**config.mk**
```make
export PLATFORM = sky130hd
export DESIGN_NAME = mouse_poller
export DESIGN_NICKNAME = d
export VERILOG_FILES = /design/src/rtl/mouse_poller.sv
export SDC_FILE = /design/constraint.sdc
export NUM_CORES = 1
export LEC_CHECK = 0
export CAP_MARGIN = 0
export CORE_ASPECT_RATIO = 1.4
export CORE_MARGIN = 2
export CORE_UTILIZATION = 42
export DETAILED_ROUTE_END_ITERATION = 10
export REMOVE_ABC_BUFFERS = 1
export SLEW_MARGIN = 10
export SYNTH_ARGS = -nofsm -noshare
export SYNTH_HDL_FRONTEND = slang
export SYNTH_SLANG_ARGS = --single-unit
```
**constraint.sdc**
```tcl
create_clock -name clk -period 2.7 [get_ports clk]
set_clock_uncertainty 0.2 [all_clocks]
set_input_delay 0.54 -clock clk [delete_from_list [all_inputs] [get_ports clk]]
set_output_delay 0.54 -clock clk [all_outputs]
set_load 0.1 [all_outputs]
```
**src/rtl/mouse_poller.sv**
```systemverilog
// Periodic reader of the PS/2 mouse register block: snapshots status/X/Y,
// re-reads X to detect a torn packet, and publishes the result with edge pulses.
module mouse_poller #(
    parameter int unsigned POLL_CYCLES = 50000,
    parameter int unsigned MAX_RETRY   = 3
) (
    input  logic       clk,
    input  logic       rst,
    input  logic       mouse_ack,
    input  logic [7:0] mouse_data,
    output logic [1:0] mouse_addr,
    output logic       mouse_cs,
    output logic [2:0] btn,
    output logic [7:0] pos_x,
    output logic [7:0] pos_y,
    output logic       upd,
    output logic [2:0] press,
    output logic       moved,
    output logic       torn
);

    localparam int unsigned TIMER_W = 16;
    localparam int unsigned RETRY_W = (MAX_RETRY < 1) ? 1 : $clog2(MAX_RETRY + 1);
    localparam logic [TIMER_W-1:0] TIMER_RELOAD = TIMER_W'(POLL_CYCLES - 1);
    localparam logic [RETRY_W-1:0] RETRY_LIMIT  = RETRY_W'(MAX_RETRY);

    typedef enum logic [2:0] {
        WAIT_ACK,
        IDLE,
        RD_S,
        RD_X,
        RD_Y,
        RD_X2,
        PUBLISH
    } state_t;

    state_t               state;
    logic [TIMER_W-1:0]   timer;
    logic [RETRY_W-1:0]   retry_cnt;
    logic                 torn_pending;
    logic [2:0]           s_cap;
    logic [7:0]           x_cap;
    logic [7:0]           y_cap;

    // Register select is a pure decode of the read states
    always_comb begin
        mouse_addr = 2'd0;
        mouse_cs   = 1'b0;
        case (state)
            RD_S:    begin mouse_addr = 2'd0; mouse_cs = 1'b1; end
            RD_X:    begin mouse_addr = 2'd1; mouse_cs = 1'b1; end
            RD_Y:    begin mouse_addr = 2'd2; mouse_cs = 1'b1; end
            RD_X2:   begin mouse_addr = 2'd1; mouse_cs = 1'b1; end
            default: begin mouse_addr = 2'd0; mouse_cs = 1'b0; end
        endcase
    end

    always_ff @(posedge clk or negedge rst) begin
        if (!rst) begin
            state        <= WAIT_ACK;
            timer        <= '0;
            retry_cnt    <= '0;
            torn_pending <= 1'b0;
            s_cap        <= '0;
            x_cap        <= '0;
            y_cap        <= '0;
            btn          <= '0;
            pos_x        <= 8'h3F;
            pos_y        <= 8'hEF;
            upd          <= 1'b0;
            press        <= '0;
            moved        <= 1'b0;
            torn         <= 1'b0;
        end else begin
            upd   <= 1'b0;
            press <= '0;
            moved <= 1'b0;
            torn  <= 1'b0;

            // Losing the ack abandons any snapshot in flight; published values stay
            if (state != WAIT_ACK && !mouse_ack) begin
                state        <= WAIT_ACK;
                retry_cnt    <= '0;
                torn_pending <= 1'b0;
            end else begin
                case (state)
                    WAIT_ACK: begin
                        if (mouse_ack) begin
                            state <= IDLE;
                            timer <= TIMER_RELOAD;
                        end
                    end
                    IDLE: begin
                        if (timer == '0) begin
                            state     <= RD_S;
                            retry_cnt <= '0;
                        end else begin
                            timer <= timer - TIMER_W'(1);
                        end
                    end
                    RD_S: begin
                        s_cap <= mouse_data[2:0];
                        state <= RD_X;
                    end
                    RD_X: begin
                        x_cap <= mouse_data;
                        state <= RD_Y;
                    end
                    RD_Y: begin
                        y_cap <= mouse_data;
                        state <= RD_X2;
                    end
                    // X moved under us: retry X/Y, or give up and flag the snapshot torn
                    RD_X2: begin
                        if (mouse_data == x_cap) begin
                            state <= PUBLISH;
                        end else if (retry_cnt < RETRY_LIMIT) begin
                            retry_cnt <= retry_cnt + RETRY_W'(1);
                            state     <= RD_X;
                        end else begin
                            x_cap        <= mouse_data;
                            torn_pending <= 1'b1;
                            state        <= PUBLISH;
                        end
                    end
                    PUBLISH: begin
                        btn          <= s_cap;
                        pos_x        <= x_cap;
                        pos_y        <= y_cap;
                        upd          <= 1'b1;
                        press        <= s_cap & ~btn;
                        moved        <= (x_cap != pos_x) || (y_cap != pos_y);
                        torn         <= torn_pending;
                        torn_pending <= 1'b0;
                        state        <= IDLE;
                        timer        <= TIMER_RELOAD;
                    end
                    default: state <= WAIT_ACK;
                endcase
            end
        end
    end

endmodule

```
==> impl_summary.txt, run 1 <==
----------------------------------------------------
[Floorplanning]
  Number of standard-cell rows in the floorplan ... 38
  Chip width ... 78.54 um
  Initial core utilization ... 42.68%
  Placeable core area ... roughly 0.0077 mm^2
  I/O pins ... 39
  Floorplan die area ... 0.008510 mm^2
  Floorplan die height ... 108.4 um

[Final layout]
  Number of nets in the final layout ... 374
  Proportion of layout cells with a drive suffix above 1 ... between 20% and 30%
  Layout overhead on the synthesized area ... 21.26%
  Multi-input gate area in the final layout ... 0.001536 mm^2
  Number of filler cells placed in the layout ... a little over 700
  Post-layout util ... between 50 and 60%
  Register cell area after layout ... 0.001668 mm^2
  Final cell count without fillers ... 465
  Number of antenna cells inserted ... 0

[CTS]
  Post-CTS resize count ... 0
  H-tree levels ... 3
  Clk Latency, worst-skew pair ... 350 ps
  Clk sinks ... 66
  Cts-stage hold buffer count ... 0
  Clk slew on worst S/H paths ... about 70 ps
  Library cell used as clock root buffer ... sky130_fd_sc_hd__clkbuf_8
  Clock tree from TritonCTS ... done
  Number of buffers created by CTS ... 9
  Number of setup buffers added after CTS ... 0
  Clock tree buffer depth ... 2

[Placement]
  Weighted congestion at the end of routability-driven global placement ... 0.7395
  HPWL after DPL ... 4.912 mm
  Port buffer count ... 38
  Instance count after placement with tap cells included ... 449

[Worst setup path]
  WP data arrival ... 2560 ps
  Max FO, Critical Path ... 8
  First element of the critical path ... mouse_data[4]
  Required arrival time at the worst endpoint ... approximately 2700 ps
  RR Startpoint ... x_cap[5]
  Critical path capture point type ... flip-flop
  Setup Crit Path Kind ... input port to flip-flop
  Launching element type of the critical path ... input port

[Logic synthesis]
  Async set-reset flop share out of synthesis ... 100.0%
  Most instantiated flip-flop cell in the synthesis netlist ... sky130_fd_sc_hd__dfrtp_1
  Adder-Cell Fraction of Synth Area ... 1.149%
  Main combinational cell family by area after synthesis ... simple AND/OR/NAND/NOR gates
  Xor/xnor cell area share of the yosys netlist ... 8.847%
  Area fraction in and, or, nand and nor cells after synthesis ... between 20 and 25%
  Portion of the post-synthesis area used by sequential elements ... between 50% and 60%
  Register bit total from synthesis ... 66
  Netlist cell types ... 55
  Number of enable flip-flop cells after synthesis ... 0
  Area fraction in compound gates after synthesis ... 5.400%
  Cell area after technology mapping ... ~0.0033 mm^2
  Synthesized instance count ... between 300 and 400
  Multiplexer share of the synthesized area ... 7.162%
  Mean area per synthesized cell ... roughly 10 um^2
  Warnings, synthesis ... 0

[Timing]
  Achievable Freq ... 396.0 MHz
  Relative slew slack ... a little over half
  Worst Tran Pin Value ... between 700 and 800 ps
  RSZ-0062 raised after global routing ... no
  Setup violations, final ... 0
  Final critical path time including I/O delays and setup ... 2525 ps
  Final Cycle Share ... 93.53%
  Fin. max-slew vios ... 0
  Count of final hold-check violations ... 0

[Routing]
  Detailed Route WL ... 7.033 mm
  WL/cell ... roughly 15 um
  Number of search-and-repair iterations in the first detailed-routing pass ... 4
  Number of antenna-violating nets in the routed design ... 0
  Via Count ... 2367
  First-iteration detailed-routing DRC count ... 78
  # DRC ... 0
  Detailed-route vias per instance ... 5.090

[Run]
  Max capacitance violation total ... 0

[Power]
  Power per Cell Area ... 905.3 mW/mm^2
  Switching power ... approximately 1.4 mW
  Int Power ... 2.183 mW
  Clock share of power ... between 20% and 30%
  Worst vdd rail ir drop ... roughly 0.00067 V
  PnR Total Power ... 3.586 mW
  Logic pwr share ... 35.2%
  Sequential power share ... 41.4%
  Switching fraction of total power ... between 30% and 40%
  LEAKAGE ... 1.759 nW

[Global route]
  Global-route wire length before repair ... approximately 12 mm
  Number of antenna violations at the first check in global routing ... 0
  Largest net degree at the start of global routing ... 67
  Total global routing overflow ... 0
  All-layer global routing usage ... a little under a fifth
  Via count of the first global-routing pass ... 2398

[Worst hold path]
  Hold WC Path Type ... input port to asynchronous set/reset pin

[Outcome]
  Run status ... complete, no violations

----------------------------------------------------
-- routing by layer --
metal	track usage [%]	wire length, um
met1	22.27	3010
met2	31.38	3634
met3	4.508	223
met4	8.020	165
met5	0	0
-- final cells by class --
| class | count | share of cell area [%] |
|---|---|---|
| clock inverters | 2 | 0.8844 |
| clock buffers | 14 | 4.106 |
| well taps | 100 | 3.159 |
| repair buffers | 46 | 10.49 |
| multi-input cells | 232 | 38.79 |
| inverters | 5 | 0.4738 |
| flip-flops and latches | 66 | 42.10 |
-- path summary, 6_finish.rpt --
kind / to / slack [ps] / cells after the start
setup / recovery: x_cap[6] / 170 / 7
hold / removal: pos_y[4] / 3 / 2
setup reg to reg: x_cap[6] / 420 / 6
hold reg to reg: press[1] / 260 / 1
max in group asynchronous: pos_y[0] / 1960 / 2
min in group clk: press[1] / 260 / 1
-- power by group through the flow --
stage / registers (mW) / clock network, mW / logic [mW]
after global routing: 1.53 / 0.907 / 1.36
after detailed placement: 1.51 / 0 / 1.28
after floorplan: 1.82 / 0 / 0.590
after CTS: 1.49 / 0.865 / 1.28
after global placement: 1.50 / 0 / 1.26
final: 1.49 / 0.838 / 1.26
-- layout by cell type (no fill, tap or decap), drive strengths merged, types with 3 or more instances in the layout --
| cell | Yosys | routed |
|---|---|---|
| o21ai | 5 | 5 |
| nor3b | 4 | 4 |
| and2 | 6 | 6 |
| nor2 | 21 | 21 |
| clkbuf | 5 | 14 |
| dfrtp | 53 | 53 |
| or2 | 3 | 3 |
| inv | 5 | 5 |
| nor3 | 5 | 5 |
| nand4 | 5 | 5 |
| nand2 | 68 | 68 |
| dfstp | 13 | 13 |
| xnor2 | 23 | 23 |
| mux2 | 19 | 19 |
| or3 | 3 | 3 |
| nand3 | 5 | 5 |
| xor2 | 10 | 10 |
| clkdlybuf4s50 | 0 | 9 |
| ha | 3 | 3 |
| a21oi | 5 | 5 |
| nor4 | 12 | 12 |
| buf | 4 | 37 |
| nand2b | 6 | 6 |
| nor2b | 4 | 4 |
-- cells in the mapped netlist (2+ instances only) --
library cell,n,area share [%]
sky130_fd_sc_hd__nor3_1,5,0.77
sky130_fd_sc_hd__nand2_1,68,7.8
sky130_fd_sc_hd__nor2b_1,4,0.77
sky130_fd_sc_hd__buf_2,2,0.31
sky130_fd_sc_hd__mux2_1,3,1.0
sky130_fd_sc_hd__nand2b_1,6,1.1
sky130_fd_sc_hd__mux2i_1,2,0.61
sky130_fd_sc_hd__dfrtp_1,53,41
sky130_fd_sc_hd__dfstp_2,13,10
sky130_fd_sc_hd__inv_1,5,0.57
sky130_fd_sc_hd__nor3b_1,4,0.92
sky130_fd_sc_hd__o21ai_0,4,0.61
sky130_fd_sc_hd__mux2_2,16,5.5
sky130_fd_sc_hd__ha_1,3,1.1
sky130_fd_sc_hd__o31ai_1,2,0.46
sky130_fd_sc_hd__xnor2_1,23,6.2
sky130_fd_sc_hd__nor4_2,3,1.1
sky130_fd_sc_hd__nand4_1,5,0.96
sky130_fd_sc_hd__a21oi_1,5,0.77
sky130_fd_sc_hd__or3_1,2,0.38
sky130_fd_sc_hd__a41oi_1,2,0.54
sky130_fd_sc_hd__nor4_1,8,1.5
sky130_fd_sc_hd__clkbuf_1,5,0.57
sky130_fd_sc_hd__xor2_1,10,2.7
sky130_fd_sc_hd__nor2_1,20,2.3
sky130_fd_sc_hd__nand3_1,5,0.77
sky130_fd_sc_hd__and2_1,6,1.1
-- cell families (layout without fill, tap and decap cells) --
family                   after synthesis  count (layout)
buffers and inverters                 14              67
AO/OA/AOI/OAI                         24              24
adder cells (fa/ha/maj)                3               3
AND/OR/NAND/NOR                      151             151
flip-flops                            66              66
multiplexers                          21              21
XOR/XNOR                              33              33
-- flip-flops by register name (all words and copies together), names as in the netlist --
signal and flops:
moved 1, timer 16, btn 3, torn_pending 1, pos_y 8, press 3, x_cap 8, retry_cnt 2
s_cap 3, state 3, upd 1, y_cap 8, pos_x 8, torn 1
-- worst max-delay path: stages --
cell	delay, ps
sky130_fd_sc_hd__clkdlybuf4s50_1	460
sky130_fd_sc_hd__xor2_1	190
sky130_fd_sc_hd__nor4_1	420
sky130_fd_sc_hd__buf_4	200
sky130_fd_sc_hd__a21oi_1	90
sky130_fd_sc_hd__o21ai_4	290
sky130_fd_sc_hd__mux2_2	370
-- metrics by stage --
stage	TNS (ps)	hold slack, ps	area [um^2]	setup slack (ps)
finish	0	3.156	3961	174.8
detailed placement	-1291	255.6	3764	-175.1
global placement	-621.3	239.8	3764	-84.44
CTS	0	10.64	3961	177.7
global route	0	21.75	3961	81.16
floorplan	-262.6	44.41	3223	-262.6
(Power assumes the default switching activity.)
==> run 2: changes to the inputs <==
--- a/config.mk
+++ b/config.mk
@@ -5,6 +5,7 @@
 export SDC_FILE = /design/constraint.sdc
 export NUM_CORES = 1
 export LEC_CHECK = 0
+export ABC_CLOCK_PERIOD_IN_PS = 2700
 export CAP_MARGIN = 0
 export CORE_ASPECT_RATIO = 1.4
 export CORE_MARGIN = 2
==> results of run 2 <==
Same layout as run 1: the final DEF is identical, and so are final timing and power.
==> run 3: changes to the inputs <==
--- a/config.mk
+++ b/config.mk
@@ -11,6 +11,7 @@
 export CORE_MARGIN = 2
 export CORE_UTILIZATION = 42
 export DETAILED_ROUTE_END_ITERATION = 10
+export MAX_ROUTING_LAYER = met4
 export REMOVE_ABC_BUFFERS = 1
 export SLEW_MARGIN = 10
 export SYNTH_ARGS = -nofsm -noshare
==> run 3 against run 2 <==
Effect of this change: the run now ends with hold timing left; combinational power about the same; sequential power about the same; via count grew 0.42%; worst hold slack got worse by 11 ps; largest cell class unchanged; wire length down 0.13%; largest power group unchanged; sequential cell count is the same; critical path depth unchanged.
==> impl_summary.txt, run 3 (synthesis gave the netlist of run 1 again) <==
----------------------------------------------------
[CTS]
  Clock tree from TritonCTS ... done
  Clock tree buffer depth ... 2 (unchanged)
  Cts-stage hold buffer count ... 0 (unchanged)
  H-tree levels ... 3 (unchanged)
  Post-CTS resize count ... 0 (unchanged)
  Clk sinks ... 66 (unchanged)
  Library cell used as clock root buffer ... sky130_fd_sc_hd__clkbuf_8
  Number of setup buffers added after CTS ... 0 (unchanged)
  Number of buffers created by CTS ... 9 (unchanged)
  Clk Latency, worst-skew pair ... 350 ps (about the same)
  Clk slew on worst S/H paths ... 70 ps (about the same)

[Worst setup path]
  Worst r2r dst ... x_cap[7]
  Launching element type of the critical path ... input port
  Required arrival time at the worst endpoint ... 2730 ps (about the same)
  Depth of the worst register-to-register path ... 6 (unchanged)
  Critical path capture point type ... flip-flop
  Reg-to-reg setup timing slack ... 410 ps (about the same)
  RR Startpoint ... x_cap[5]
  WP data arrival ... 2560 ps (about the same)
  Max FO, Critical Path ... 8 (unchanged)
  Setup Crit Path Kind ... input port to flip-flop

[Placement]
  HPWL after DPL ... 4.912 mm (unchanged)
  Port buffer count ... 38 (unchanged)
  Weighted congestion at the end of routability-driven global placement ... 0.7487 (+1.2%)
  Instance count after placement with tap cells included ... 449 (unchanged)

[Floorplanning]
  I/O pins ... 39 (unchanged)
  Floorplan die height ... 108.4 um (unchanged)
  Number of standard-cell rows in the floorplan ... 38 (unchanged)
  Initial core utilization ... 42.68% (unchanged)
  Chip width ... 78.54 um (unchanged)
  Placeable core area ... 0.007655 mm^2 (unchanged)
  Floorplan die area ... 0.008510 mm^2 (unchanged)

[Timing]
  Final Cycle Share ... 93.81% (+0.28 points)
  Achievable Freq ... 394.8 MHz (-0.30%)
  Relative slew slack ... 53.13% (+0.63 points)
  RSZ-0062 raised after global routing ... no
  Count of final hold-check violations ... 3 (+3)
  Fin. max-slew vios ... 0 (unchanged)
  Setup violations, final ... 0 (unchanged)
  Final critical path time including I/O delays and setup ... 2533 ps (+7.694 ps)
  Worst Tran Pin Value ... 702.4 ps (-9.484 ps)
  Worst hold margin ... -8.011 ps (-11.17 ps)

[Routing]
  # DRC ... 0 (unchanged)
  Detailed-route vias per instance ... 5.112 (+0.42%)
  Detailed Route WL ... 7.024 mm (-0.13%)
  First-iteration detailed-routing DRC count ... 81 (+3.8%)
  Number of antenna-violating nets in the routed design ... 0 (unchanged)
  Number of search-and-repair iterations in the first detailed-routing pass ... 4 (unchanged)
  WL/cell ... 15.11 um (-0.13%)
  Via Count ... 2377 (+0.42%)

[Global route]
  Global-route wire length before repair ... 11.93 mm (about the same)
  Number of antenna violations at the first check in global routing ... 0 (unchanged)
  Total global routing overflow ... 0 (unchanged)
  Largest net degree at the start of global routing ... 67 (unchanged)
  Via count of the first global-routing pass ... 2386 (-0.50%)
  All-layer global routing usage ... 19.06% (+0.56 points)

[Final layout]
  Number of nets in the final layout ... 374 (unchanged)
  Largest register FFs ... 16 (unchanged)
  Number of antenna cells inserted ... 0 (unchanged)
  Final cell count without fillers ... 465 (unchanged)
  Proportion of layout cells with a drive suffix above 1 ... 25.48% (unchanged)
  Number of filler cells placed in the layout ... 715 (unchanged)
  Most common library cell in the layout ignoring fill and taps ... sky130_fd_sc_hd__nand2_1
  Layout overhead on the synthesized area ... 21.26% (unchanged)
  Most used cells in the layout excluding fill and tap cells ... sky130_fd_sc_hd__nand2_1, sky130_fd_sc_hd__dfrtp_1, sky130_fd_sc_hd__buf_4
  Most flop-heavy register ... timer

[Run]
  Max capacitance violation total ... 0 (unchanged)

[Outcome]
  Violated checks ... hold timing
  Run status ... finished with violations

[Power]
  Worst vdd rail ir drop ... 0.0006713 V (+0.11%)
  LEAKAGE ... 1.759 nW (unchanged)
  Power per Cell Area ... 905.5 mW/mm^2 (about the same)

[Worst hold path]
  Hold WC Path Type ... input port to asynchronous set/reset pin

----------------------------------------------------
==> run 3: cell counts in the layout (fill, tap and decap cells not counted) <==
Identical to the previous run, type by type.
==> run 3: area by class of cell <==
cell class | count | area (um^2) | share of cell area, %
Tap cell | 100 | 125.1 | 3.159
Clock inverter | 2 | 35.03 | 0.8844
Clock buffer | 14 | 162.7 | 4.106
Sequential cell | 66 | 1668 | 42.10
Inverter | 5 | 18.77 | 0.4738
Multi-Input combinational cell | 232 | 1536 | 38.79
Timing Repair Buffer | 46 | 415.4 | 10.49
==> run 3: critical path, stage by stage <==
cell	delay [ps]
sky130_fd_sc_hd__clkdlybuf4s50_1	450
sky130_fd_sc_hd__xor2_1	180
sky130_fd_sc_hd__nor4_1	430
sky130_fd_sc_hd__buf_4	200
sky130_fd_sc_hd__a21oi_1	90
sky130_fd_sc_hd__o21ai_4	290
sky130_fd_sc_hd__mux2_2	380
==> run 3: worst max path at each step <==
stage	slack [ps]	end	depth (start not counted)	startpoint
after floorplan	-260	mouse_addr[0]	3	state[1]
after global placement	-80	x_cap[0]	7	mouse_data[5]
after detailed placement	-180	x_cap[7]	7	mouse_data[5]
after CTS	180	x_cap[7]	7	mouse_data[5]
after global routing	80	x_cap[7]	7	mouse_data[5]
final	170	x_cap[7]	7	mouse_data[5]
==> run 3: metal layers <==
layer,part of all wire [%],track usage (%)
met1,43,22.32
met2,52,31.38
met3,3.5,5.509
met4,1.5,6.516
met5,0,-
==> run 3: power by group <==
| part | leakage, nW | total, mW | switching, mW | internal [mW] |
|---|---|---|---|---|
| registers | 0.793 | 1.49 | 0.255 | 1.23 |
| logic | 0.865 | 1.26 | 0.791 | 0.472 |
| clock network | 0.101 | 0.836 | 0.359 | 0.477 |
| total | 1.76 | 3.59 | 1.40 | 2.18 |
==> run 3: through the flow <==
step	util [%]	total power, mW	cell area, um^2	setup TNS [ps]	worst slack [ps]
after global placement	49.17	2.760	3764	-621.3	-84.44
after global routing	51.75	3.797	3961	0	84.30
after floorplan	-	2.414	3223	-262.6	-262.6
final	51.75	3.587	3961	0	167.1
after CTS	51.75	3.633	3961	0	177.7
after detailed placement	49.17	2.781	3764	-1291	-175.1
